File: src/rtl/matmul_tile_scheduler.sv
// Tile sequencer: walks a large C = A*B over the 8x8 matmul unit.
// Optional MATMUL_SCHED_PERF_EN adds busy-cycle and launch counters.
module matmul_tile_scheduler #(
  parameter int ADDR_W   = 11,
  parameter int DIM_W    = 8,
  parameter int STRIDE_W = 8
) (
  input  logic                clk,
  input  logic                resetn,
  input  logic                go,
  input  logic [DIM_W-1:0]    dim_m,
  input  logic [DIM_W-1:0]    dim_k,
  input  logic [DIM_W-1:0]    dim_n,
  input  logic [ADDR_W-1:0]   base_a,
  input  logic [ADDR_W-1:0]   base_b,
  input  logic [ADDR_W-1:0]   base_c,
  input  logic [STRIDE_W-1:0] stride_a,
  input  logic [STRIDE_W-1:0] stride_b,
  input  logic [STRIDE_W-1:0] stride_c,
  output logic                busy,
  output logic                job_done,
  output logic                mm_start_reg,
  output logic                mm_clear_done_reg,
  input  logic                mm_done_mat_mul,
  output logic [ADDR_W-1:0]   mm_address_mat_a,
  output logic [ADDR_W-1:0]   mm_address_mat_b,
  output logic [ADDR_W-1:0]   mm_address_mat_c,
  output logic [STRIDE_W-1:0] mm_address_stride_a,
  output logic [STRIDE_W-1:0] mm_address_stride_b,
  output logic [STRIDE_W-1:0] mm_address_stride_c,
  output logic [7:0]          mm_validity_mask_a_rows,
  output logic [7:0]          mm_validity_mask_a_cols_b_rows,
  output logic [7:0]          mm_validity_mask_b_cols,
  output logic                mm_save_output_to_accum,
  output logic                mm_add_accum_to_output
`ifdef MATMUL_SCHED_PERF_EN
  ,
  output logic [31:0]         perf_cycles,
  output logic [15:0]         perf_tiles
`endif
);

  typedef enum logic [2:0] {
    S_IDLE,
    S_LAUNCH,
    S_WAIT,
    S_CLEAR,
    S_ADVANCE,
    S_FINISH
  } state_t;

  localparam logic [DIM_W-1:0]  D8 = DIM_W'(8);
  localparam logic [ADDR_W-1:0] A8 = ADDR_W'(8);

  state_t state_q, state_d;

  logic [DIM_W-1:0]    k_q, k_d, n_q, n_d;
  logic [DIM_W-1:0]    rm_q, rm_d, rk_q, rk_d;
  logic [DIM_W-1:0]    rn_q, rn_d;
  logic [ADDR_W-1:0]   bb_q, bb_d;
  logic [STRIDE_W-1:0] sa_q, sa_d, sb_q, sb_d;
  logic [STRIDE_W-1:0] sc_q, sc_d;
  logic [ADDR_W-1:0]   arow_q, arow_d, brow_q, brow_d;
  logic [ADDR_W-1:0]   crow_q, crow_d;
  logic [ADDR_W-1:0]   aa_q, aa_d, ab_q, ab_d;
  logic [ADDR_W-1:0]   ac_q, ac_d;
  logic [7:0]          mm_q, mm_d, mk_q, mk_d;
  logic [7:0]          mn_q, mn_d;
  logic                sv_q, sv_d, ad_q, ad_d;
  logic [ADDR_W-1:0]   sa8, sb8, sc8;

  // Remaining-element counters stand in for the tile indices:
  // a tile is the last one along its axis when <= 8 remain.
  function automatic logic [7:0] mask8(
    input logic [DIM_W-1:0] rem
  );
    if (rem > DIM_W'(7)) return 8'hFF;
    return ~(8'hFF << rem[2:0]);
  endfunction

  assign sa8 = ADDR_W'(sa_q) << 3;
  assign sb8 = ADDR_W'(sb_q) << 3;
  assign sc8 = ADDR_W'(sc_q) << 3;

  always_comb begin
    state_d = state_q;
    k_d = k_q;
    n_d = n_q;
    rm_d = rm_q;
    rk_d = rk_q;
    rn_d = rn_q;
    bb_d = bb_q;
    sa_d = sa_q;
    sb_d = sb_q;
    sc_d = sc_q;
    arow_d = arow_q;
    brow_d = brow_q;
    crow_d = crow_q;
    aa_d = aa_q;
    ab_d = ab_q;
    ac_d = ac_q;
    mm_d = mm_q;
    mk_d = mk_q;
    mn_d = mn_q;
    sv_d = sv_q;
    ad_d = ad_q;
    unique case (state_q)
      S_IDLE: begin
        if (go) begin
          k_d = dim_k;
          n_d = dim_n;
          bb_d = base_b;
          sa_d = stride_a;
          sb_d = stride_b;
          sc_d = stride_c;
          if (dim_m == '0 || dim_k == '0 ||
              dim_n == '0) begin
            state_d = S_FINISH;
          end else begin
            state_d = S_LAUNCH;
            rm_d = dim_m;
            rk_d = dim_k;
            rn_d = dim_n;
            arow_d = base_a;
            brow_d = base_b;
            crow_d = base_c;
            aa_d = base_a;
            ab_d = base_b;
            ac_d = base_c;
            mm_d = mask8(dim_m);
            mk_d = mask8(dim_k);
            mn_d = mask8(dim_n);
            sv_d = dim_k > D8;
            ad_d = 1'b0;
          end
        end
      end
      S_LAUNCH: state_d = S_WAIT;
      S_WAIT: begin
        if (mm_done_mat_mul) state_d = S_CLEAR;
      end
      S_CLEAR: begin
        if (!mm_done_mat_mul) state_d = S_ADVANCE;
      end
      S_ADVANCE: begin
        state_d = S_LAUNCH;
        if (rk_q > D8) begin
          rk_d = rk_q - D8;
          aa_d = aa_q + A8;
          ab_d = ab_q + A8;
        end else if (rn_q > D8) begin
          rk_d = k_q;
          rn_d = rn_q - D8;
          brow_d = brow_q + sb8;
          aa_d = arow_q;
          ab_d = brow_d;
          ac_d = ac_q + A8;
        end else if (rm_q > D8) begin
          rk_d = k_q;
          rn_d = n_q;
          rm_d = rm_q - D8;
          arow_d = arow_q + sa8;
          crow_d = crow_q + sc8;
          brow_d = bb_q;
          aa_d = arow_d;
          ab_d = bb_q;
          ac_d = crow_d;
        end else begin
          state_d = S_FINISH;
        end
        mm_d = mask8(rm_d);
        mk_d = mask8(rk_d);
        mn_d = mask8(rn_d);
        sv_d = rk_d > D8;
        ad_d = rk_d != k_q;
      end
      S_FINISH: state_d = S_IDLE;
      default: state_d = S_IDLE;
    endcase
  end

  always_ff @(posedge clk or negedge resetn) begin
    if (!resetn) begin
      state_q <= S_IDLE;
      k_q <= '0;
      n_q <= '0;
      rm_q <= '0;
      rk_q <= '0;
      rn_q <= '0;
      bb_q <= '0;
      sa_q <= '0;
      sb_q <= '0;
      sc_q <= '0;
      arow_q <= '0;
      brow_q <= '0;
      crow_q <= '0;
      aa_q <= '0;
      ab_q <= '0;
      ac_q <= '0;
      mm_q <= '0;
      mk_q <= '0;
      mn_q <= '0;
      sv_q <= 1'b0;
      ad_q <= 1'b0;
    end else begin
      state_q <= state_d;
      k_q <= k_d;
      n_q <= n_d;
      rm_q <= rm_d;
      rk_q <= rk_d;
      rn_q <= rn_d;
      bb_q <= bb_d;
      sa_q <= sa_d;
      sb_q <= sb_d;
      sc_q <= sc_d;
      arow_q <= arow_d;
      brow_q <= brow_d;
      crow_q <= crow_d;
      aa_q <= aa_d;
      ab_q <= ab_d;
      ac_q <= ac_d;
      mm_q <= mm_d;
      mk_q <= mk_d;
      mn_q <= mn_d;
      sv_q <= sv_d;
      ad_q <= ad_d;
    end
  end

  assign busy = state_q != S_IDLE;
  assign job_done = state_q == S_FINISH;
  assign mm_start_reg = state_q == S_LAUNCH ||
                        state_q == S_WAIT;
  assign mm_clear_done_reg = state_q == S_CLEAR;
  assign mm_address_mat_a = aa_q;
  assign mm_address_mat_b = ab_q;
  assign mm_address_mat_c = ac_q;
  assign mm_address_stride_a = sa_q;
  assign mm_address_stride_b = sb_q;
  assign mm_address_stride_c = sc_q;
  assign mm_validity_mask_a_rows = mm_q;
  assign mm_validity_mask_a_cols_b_rows = mk_q;
  assign mm_validity_mask_b_cols = mn_q;
  assign mm_save_output_to_accum = sv_q;
  assign mm_add_accum_to_output = ad_q;

`ifdef MATMUL_SCHED_PERF_EN
  logic [31:0] pc_q, pc_d;
  logic [15:0] pt_q, pt_d;
  logic        accept;

  assign accept = state_q == S_IDLE && go;

  always_comb begin
    pc_d = pc_q;
    pt_d = pt_q;
    if (accept) begin
      pc_d = '0;
      pt_d = (state_d == S_LAUNCH) ? 16'd1 : 16'd0;
    end else begin
      if (busy) pc_d = pc_q + 32'd1;
      if (state_q == S_ADVANCE &&
          state_d == S_LAUNCH)
        pt_d = pt_q + 16'd1;
    end
  end

  always_ff @(posedge clk or negedge resetn) begin
    if (!resetn) begin
      pc_q <= '0;
      pt_q <= '0;
    end else begin
      pc_q <= pc_d;
      pt_q <= pt_d;
    end
  end

  assign perf_cycles = pc_q;
  assign perf_tiles = pt_q;
`endif

endmodule
File: config.mk
export PLATFORM = sky130hd
export DESIGN_NAME = matmul_tile_scheduler
export DESIGN_NICKNAME = d
export VERILOG_FILES = /design/src/rtl/matmul_tile_scheduler.sv
export SDC_FILE = /design/constraint.sdc
export NUM_CORES = 1
export LEC_CHECK = 0
export ABC_AREA = 1
export BUFFER_PORTS_ARGS = -buffer_cell sky130_fd_sc_hd__clkbuf_2
export CORE_MARGIN = 3
export CORE_UTILIZATION = 40
export DETAILED_ROUTE_END_ITERATION = 8
export GPL_TIMING_DRIVEN = 0
export SLEW_MARGIN = 5
export SYNTH_ARGS = -nofsm -noshare
export SYNTH_HDL_FRONTEND = slang
export SYNTH_SLANG_ARGS = --single-unit
File: constraint.sdc
create_clock -name clk -period 2.2 [get_ports clk]
set_input_delay 0.22 -clock clk [delete_from_list [all_inputs] [get_ports clk]]
set_output_delay 0.22 -clock clk [all_outputs]
set_load 0.05 [all_outputs]
==> After elaboration in Yosys (flattened, before gate mapping) <==
Index checks and enable logic that the tools add are counted.
{ "word_totals": {"ff_bits": 170, "elab_cells": 183, "out_inout_bits": 87, "in_bits": 85} }
{ "op_classes": {"reduce_logical": 15, "magnitude_cmp": 11, "eq_ne": 15, "n_addsub": 9, "n_mux": 100, "n_bitwise": 6, "shift": 6} }
{ "op_table": {"columns": ["operator", "count"], "rows": [
  ["8-bit two-way mux", 36],
  ["11-bit two-way mux", 20],
  ["11-bit case mux with 2 select lines", 6],
  ["8-bit case mux with 2 select lines", 6],
  ["8-bit by 3-bit > comparator with 1-bit output, second input constant", 6],
  ["8-bit NOT", 6],
  ["8-bit by 3-bit << shifter with 8-bit output, first input constant", 6],
  ["8-bit by 4-bit > comparator with 1-bit output, second input constant", 5],
  ["11-bit adder", 3],
  ["11-bit by 4-bit adder with 11-bit output, second input constant", 3],
  ["8-bit logical NOT", 3],
  ["8-bit by 4-bit subtractor with 8-bit output, second input constant", 3],
  ["1-bit two-way mux", 22],
  ["3-bit two-way mux", 7],
  ["3-bit case mux with 5 select lines", 1],
  ["2-bit != test, second input constant", 7],
  ["8-bit != test", 1],
  ["3-bit by 2-bit == test with 1-bit output, second input constant", 2],
  ["3-bit == test, second input constant", 2],
  ["3-bit AND reduction", 2],
  ["6-bit AND reduction", 1],
  ["5-bit AND reduction", 1],
  ["4-bit != test, second input constant", 1],
  ["1-bit case mux with 2 select lines", 2],
  ["8 further kinds", 10]
]} }

==> Depth between registers and ports, before layout <==
{ "depth": {"ltp_word": 10, "depth_mapped": 17, "depth_no_buf": 17} }

==> Worst setup path after synthesis <==
No wires, ideal clock.
{ "synth_timing": {"path_kind": "reg-to-reg", "from": "register sa_q[0], in the netlist mm_address_stride_a[0]", "to": "register aa_q[9], in the netlist mm_address_mat_a[9]", "setup_time_ns": 0.084, "n_path_buf": 0, "arrival_ns": 2.209, "stages_incl_launch_ff": 13, "setup_slack_ns": -0.093, "path_cell_list": "dfrtp_1 -> ha_1 -> inv_1 -> fa_1 -> o21ai_0 -> a21oi_1 -> nor2_1 -> nor2_1 -> xnor2_1 -> nand2_1 -> nand2_1 -> nand2_1 -> a21boi_0"} }
{ "synth_via": {"elab_chain_cells": 5} }
{ "synth_lines": {"columns": ["item", "line", "rtl"], "rows": [
  ["start, declared", "61", "logic [STRIDE_W-1:0] sa_q, sa_d, sb_q, sb_d;"],
  ["start signal, assigned", "191", "sa_q <= '0;"],
  ["start signal, assigned", "213", "sa_q <= sa_d;"],
  ["11-bit adder", "162", "arow_d = arow_q + sa8;"],
  ["11-bit two-way mux", "158", "end else if (rm_q > D8) begin"],
  ["11-bit two-way mux", "151", "end else if (rn_q > D8) begin"],
  ["11-bit two-way mux", "147", "if (rk_q > D8) begin"],
  ["11-bit case mux with 2 select lines", "107", "unique case (state_q)"],
  ["end signal, assigned", "197", "aa_q <= '0;"],
  ["end signal, assigned", "219", "aa_q <= aa_d;"],
  ["end, declared", "65", "logic [ADDR_W-1:0] aa_q, aa_d, ab_q, ab_d;"]
]} }
Every way passes these cells. The select of a mux whose other input is x is not followed.
A chain may end at the register's enable or synchronous reset.

==> Final worst setup path <==
{ "layout_timing": {"from": "register rn_q[7]", "to": "register mn_q[3], in the netlist mm_validity_mask_b_cols[3]"} }
{ "layout_via": {"elab_chain_cells": 9, "elab_cells_between_ends": 13, "cone_classes": "add/sub: 1; order compare: 2; shift: 1; mux: 8; bitwise: 1"} }
{ "layout_lines": {"columns": ["item", "line", "rtl"], "rows": [
  ["start, declared", "59", "logic [DIM_W-1:0] rn_q, rn_d;"],
  ["start signal, assigned", "211", "rn_q <= rn_d;"],
  ["8-bit by 4-bit subtractor with 8-bit output (tied with other cells)", "153", "rn_d = rn_q - D8;"],
  ["8-bit two-way mux", "151", null],
  ["8-bit two-way mux (*)", "147", null],
  ["8-bit two-way mux (*)", "107", null],
  ["8-bit by 3-bit > comparator with 1-bit output", "77", "if (rem > DIM_W'(7)) return 8'hFF;"],
  ["1-bit two-way mux", "77", null],
  ["1-bit two-way mux", "107", null],
  ["8-bit two-way mux (*)", "78", "return ~(8'hFF << rem[2:0]);"],
  ["8-bit case mux with 2 select lines (*)", "107", null],
  ["end signal, assigned", "224", "mn_q <= mn_d;"],
  ["end, declared", "68", "logic [7:0] mn_q, mn_d;"]
]} }
Mark *: on every way between the ends. The rest lies on a longest branch, timed or not. The select of a mux whose other input is x is not followed.

==> run summary <==
most common flop cell mapped by yosys: dfrtp_1
VDD IR-drop max: 0.8432 mV
total global-route track usage: 25.89%
Power Total: 22.74 mW
area leader, netlist: dfrtp_1
sw power: 12.12 mW
Routed Antenna Nets: 0
Sink Count: 170
minimum clock period: 2.127 ns
Power Density: 1772 nW/um2
Yosys Warn Count: 0
die area: 27420 um2
Reg clk slew, reported paths: 0.07 ns
drt wl/cell: 18.17 um
total iterations of the first detailed-routing run: 5
gpl congestion: 0.8987
Net count, final: 1724
top-count cell post-synth: nand2_1
vias: 10180
hold path cells: 3
Pint: 10.62 mW
clock tree from TritonCTS: built
Top delay family on crit path: simple AND/OR/NAND/NOR gates
Sequential Power Share: 25.8%
Placed Cells: 1851
Max Cap Viol: 0
hold crit path type: input pin to flip-flop
Area Growth Syn to Fin: 26.02%
Layout Skew: 0.01329 ns
Synth cell types: 47
vias in the first global route: 9841
Max stage delay on crit path: 0.41 ns
Slew HR: 45.99%
leak pwr: 6.346 nW
gr ovfl total: 0
GRT met1 Usage: 35.27%
Comb pwr share: 61.1%
Die Y: 165.6 um
Sw Ratio: 53.29%
number of buffers added on ports: 171
post-synthesis cell count: 1355
Fin Hold WS: 0.0002633 ns
Reg-to-Reg End: mm_validity_mask_b_cols[3]$_DFFE_PN0P_
I/O pin total: 172
Max FO, Critical Path: 9
met2 Track Usage GR: 42.25%
Stages on worst setup path: 13
EDFF count, synth: 0
worst r2r src: rn_q[7]$_DFFE_PN0P_
Remaining DRCs: 0
clk buf depth: 2
CP max stage cell: dfrtp_1
GRT busiest layer: met2
Synth async-reset ratio: 100.0%
crit share post-route: 96.67%
Final HPWL DP: 25.52 mm
R2R cell count: 13
Worst EP required: 2.54 ns
clk_lat worst skew: 0.44 ns
initial antenna violation count: 0
reg-to-reg slack, setup: 0.07 ns
initial core utilization: 41.28%
Critical path buffers and inverters: 2
Avg Cell Area, Syn: 7.517 um2
Clk network pwr share: 13.1%
RSZ-0062 raised after global routing: true
first-pass GRT wire length: 54.21 mm
Chip Width: 165.6 um
Layout Cells excl Fill: 1946
# rows: 57
Root Driver: clkbuf_16
Critical Path AT: 2.47 ns
Startpoint Class: flip-flop
Setup crit end kind: flip-flop
kind of critical path: flip-flop to flip-flop
Hold Path End: mm_address_stride_a[3]$_DFFE_PN0P_
Post-Route WL: 35.37 mm
fin util: 52.02%
Critical Path, Cell by Cell: nor2_2 -> nand2_2 -> a21oi_4 -> nand2_4 -> nand2_4 -> buf_8 -> nand2_2 -> nand3_2 -> nand3_4 -> o21ai_4 -> nand3b_1 -> nand2_1 -> inv_1
worst min-delay path startpoint: stride_a[3]
Final Max Tran Viols: 0
mapped cell area: 10190 um2
dominant cells by area after synthesis: dfrtp_1, nand2_1, o21ai_0, nor2_1, inv_1
Yosys top cell area share: 41.76%
Worst Tran Pin Value: 0.8102 ns
DRT iter0 DRCs: 811
largest net degree at the start of global routing: 96
layout cells sized above 1: 24.91%
FMAX: 470.2 MHz
Final setup viols: 0
synthesized flop and latch total: 170
Core Area: 24680 um2
status: finished clean
H-Tree Depth: 4
vias per inst: 5.230
Commonest cells post-synth: nand2_1, dfrtp_1, nor2_1, inv_1, o21ai_0
syn_nets: 1470
final hold violation count: 0
cts bufs inserted: 17
GR Util met3: 5.263%
sequential area share after synthesis: 41.76%
n_diodes: 0
==> state kept, by name, indices dropped and copies added, names as in the netlist, 11 cells and up <==
| register | cells |
|---|---|
| crow_q | 11 |
| arow_q | 11 |
| mm_address_mat_b | 11 |
| brow_q | 11 |
| mm_address_mat_c | 11 |
| mm_address_mat_a | 11 |
| bb_q | 11 |
==> cell families (layout without fill, tap and decap cells) <==
family	count (synthesis)	after routing	synth area share, %
XOR/XNOR	36	36	3.169
AND/OR/NAND/NOR	682	683	28.96
flip-flops	170	170	41.76
buffers and inverters	177	443	7.223
adder cells (fa/ha/maj)	30	30	3.906
multiplexers	1	1	0.09827
AO/OA/AOI/OAI	259	259	14.88
==> cell type report <==
class	count	area, um2
well taps	324	405.4
inverters	122	473.0
flip-flops and latches	170	4258
fillers	2494	11840
clock inverters	12	115.1
repair buffers	234	1431
clock buffers	20	446.7
plain buffers	55	324.1
multi-input cells	1009	5383
==> metal layers <==
metal  part of all wire (%)  up-vias
met5                      0        -
met4                    2.2        0
met3                    6.7       43
met2                     47      328
met1                     44     4861
li1                       -     4946
==> power by group through the flow <==
stage	Clock (mW)	Combinational, mW	Sequential (mW)
after floorplan	0	7.21	7.93
after global placement	0	12.7	5.83
after detailed placement	0	12.8	5.84
after CTS	3.02	13.0	5.80
after global routing	3.15	15.2	6.05
final	2.99	13.9	5.87
==> worst register-to-register path, delay by kind of cell (launching register included) <==
family	cells	cell delay, ns
AO/OA/AOI/OAI	2	0.48
buffers and inverters	2	0.18
flip-flops	1	0.41
AND/OR/NAND/NOR	9	0.97
==> cells in the final DEF, fill, tap and decap left out, types with 4 or more instances in the layout <==
cell type and instances:
a22oi_1 6, xor2_1 22, dfrtp_1 167, o211ai_1 22, nand2_2 17, nand3_2 6
inv_2 17, o21a_1 4, nand2_1 401, nand3b_1 8, nand4_1 5, nand3_1 62
dlygate4sd3_1 23, clkbuf_2 180, inv_1 101, buf_2 21, a21oi_1 59, o22ai_1 6
buf_4 44, nor2_2 9, nor3_1 10, nor2_1 129, o21ai_0 98, or2_2 11
a31oi_1 22, nor2_4 8, o21ai_1 13, a21boi_0 4, o21ai_2 8, nand2_4 8
clkbuf_4 4, clkbuf_16 17, clkbuf_1 10, xnor2_1 13, a21oi_2 4, ha_1 24
==> worst max-delay path by stage <==
stage / startpoint / to / slack [ns]
floorplan: mm_address_stride_a[1]$_DFFE_PN0P_ / mm_address_mat_a[9]$_DFFE_PN0P_ / -0.02
global placement: resetn / mm_address_stride_a[0]$_DFFE_PN0P_ / -2.89
detailed placement: state_q[2]$_DFFE_PN0P_ / mm_validity_mask_b_cols[2]$_DFFE_PN0P_ / -0.33
CTS: state_q[1]$_DFFE_PN0P_ / mm_address_mat_a[3]$_DFFE_PN0P_ / 0.0008
global route: rn_q[7]$_DFFE_PN0P_ / mm_validity_mask_b_cols[4]$_DFFE_PN0P_ / -0.05
finish: rn_q[7]$_DFFE_PN0P_ / mm_validity_mask_b_cols[3]$_DFFE_PN0P_ / 0.07
==> metrics by stage <==
step | setup WS (ns) | TNS [ns] | cell area [um2]
after global placement | -2.888 | -446.71 | 11450
after detailed placement | -0.3281 | -18.21 | 11490
final | 0.07333 | 0 | 12840
after CTS | 0.0008205 | 0 | 12350
after global routing | -0.04997 | -0.4433 | 12840
after floorplan | -0.02235 | -0.02235 | 10190
==> what timing repair did <==
action,4_1_cts,5_1_grt
endpoints found under the hold margin,116,0
endpoints found under the setup margin,99,121
pin swaps,4,35
hold buffers,23,0
resized for setup,18,74
cloned,0,1
setup buffers,5,34
Power figures use the tool's default switching activity.
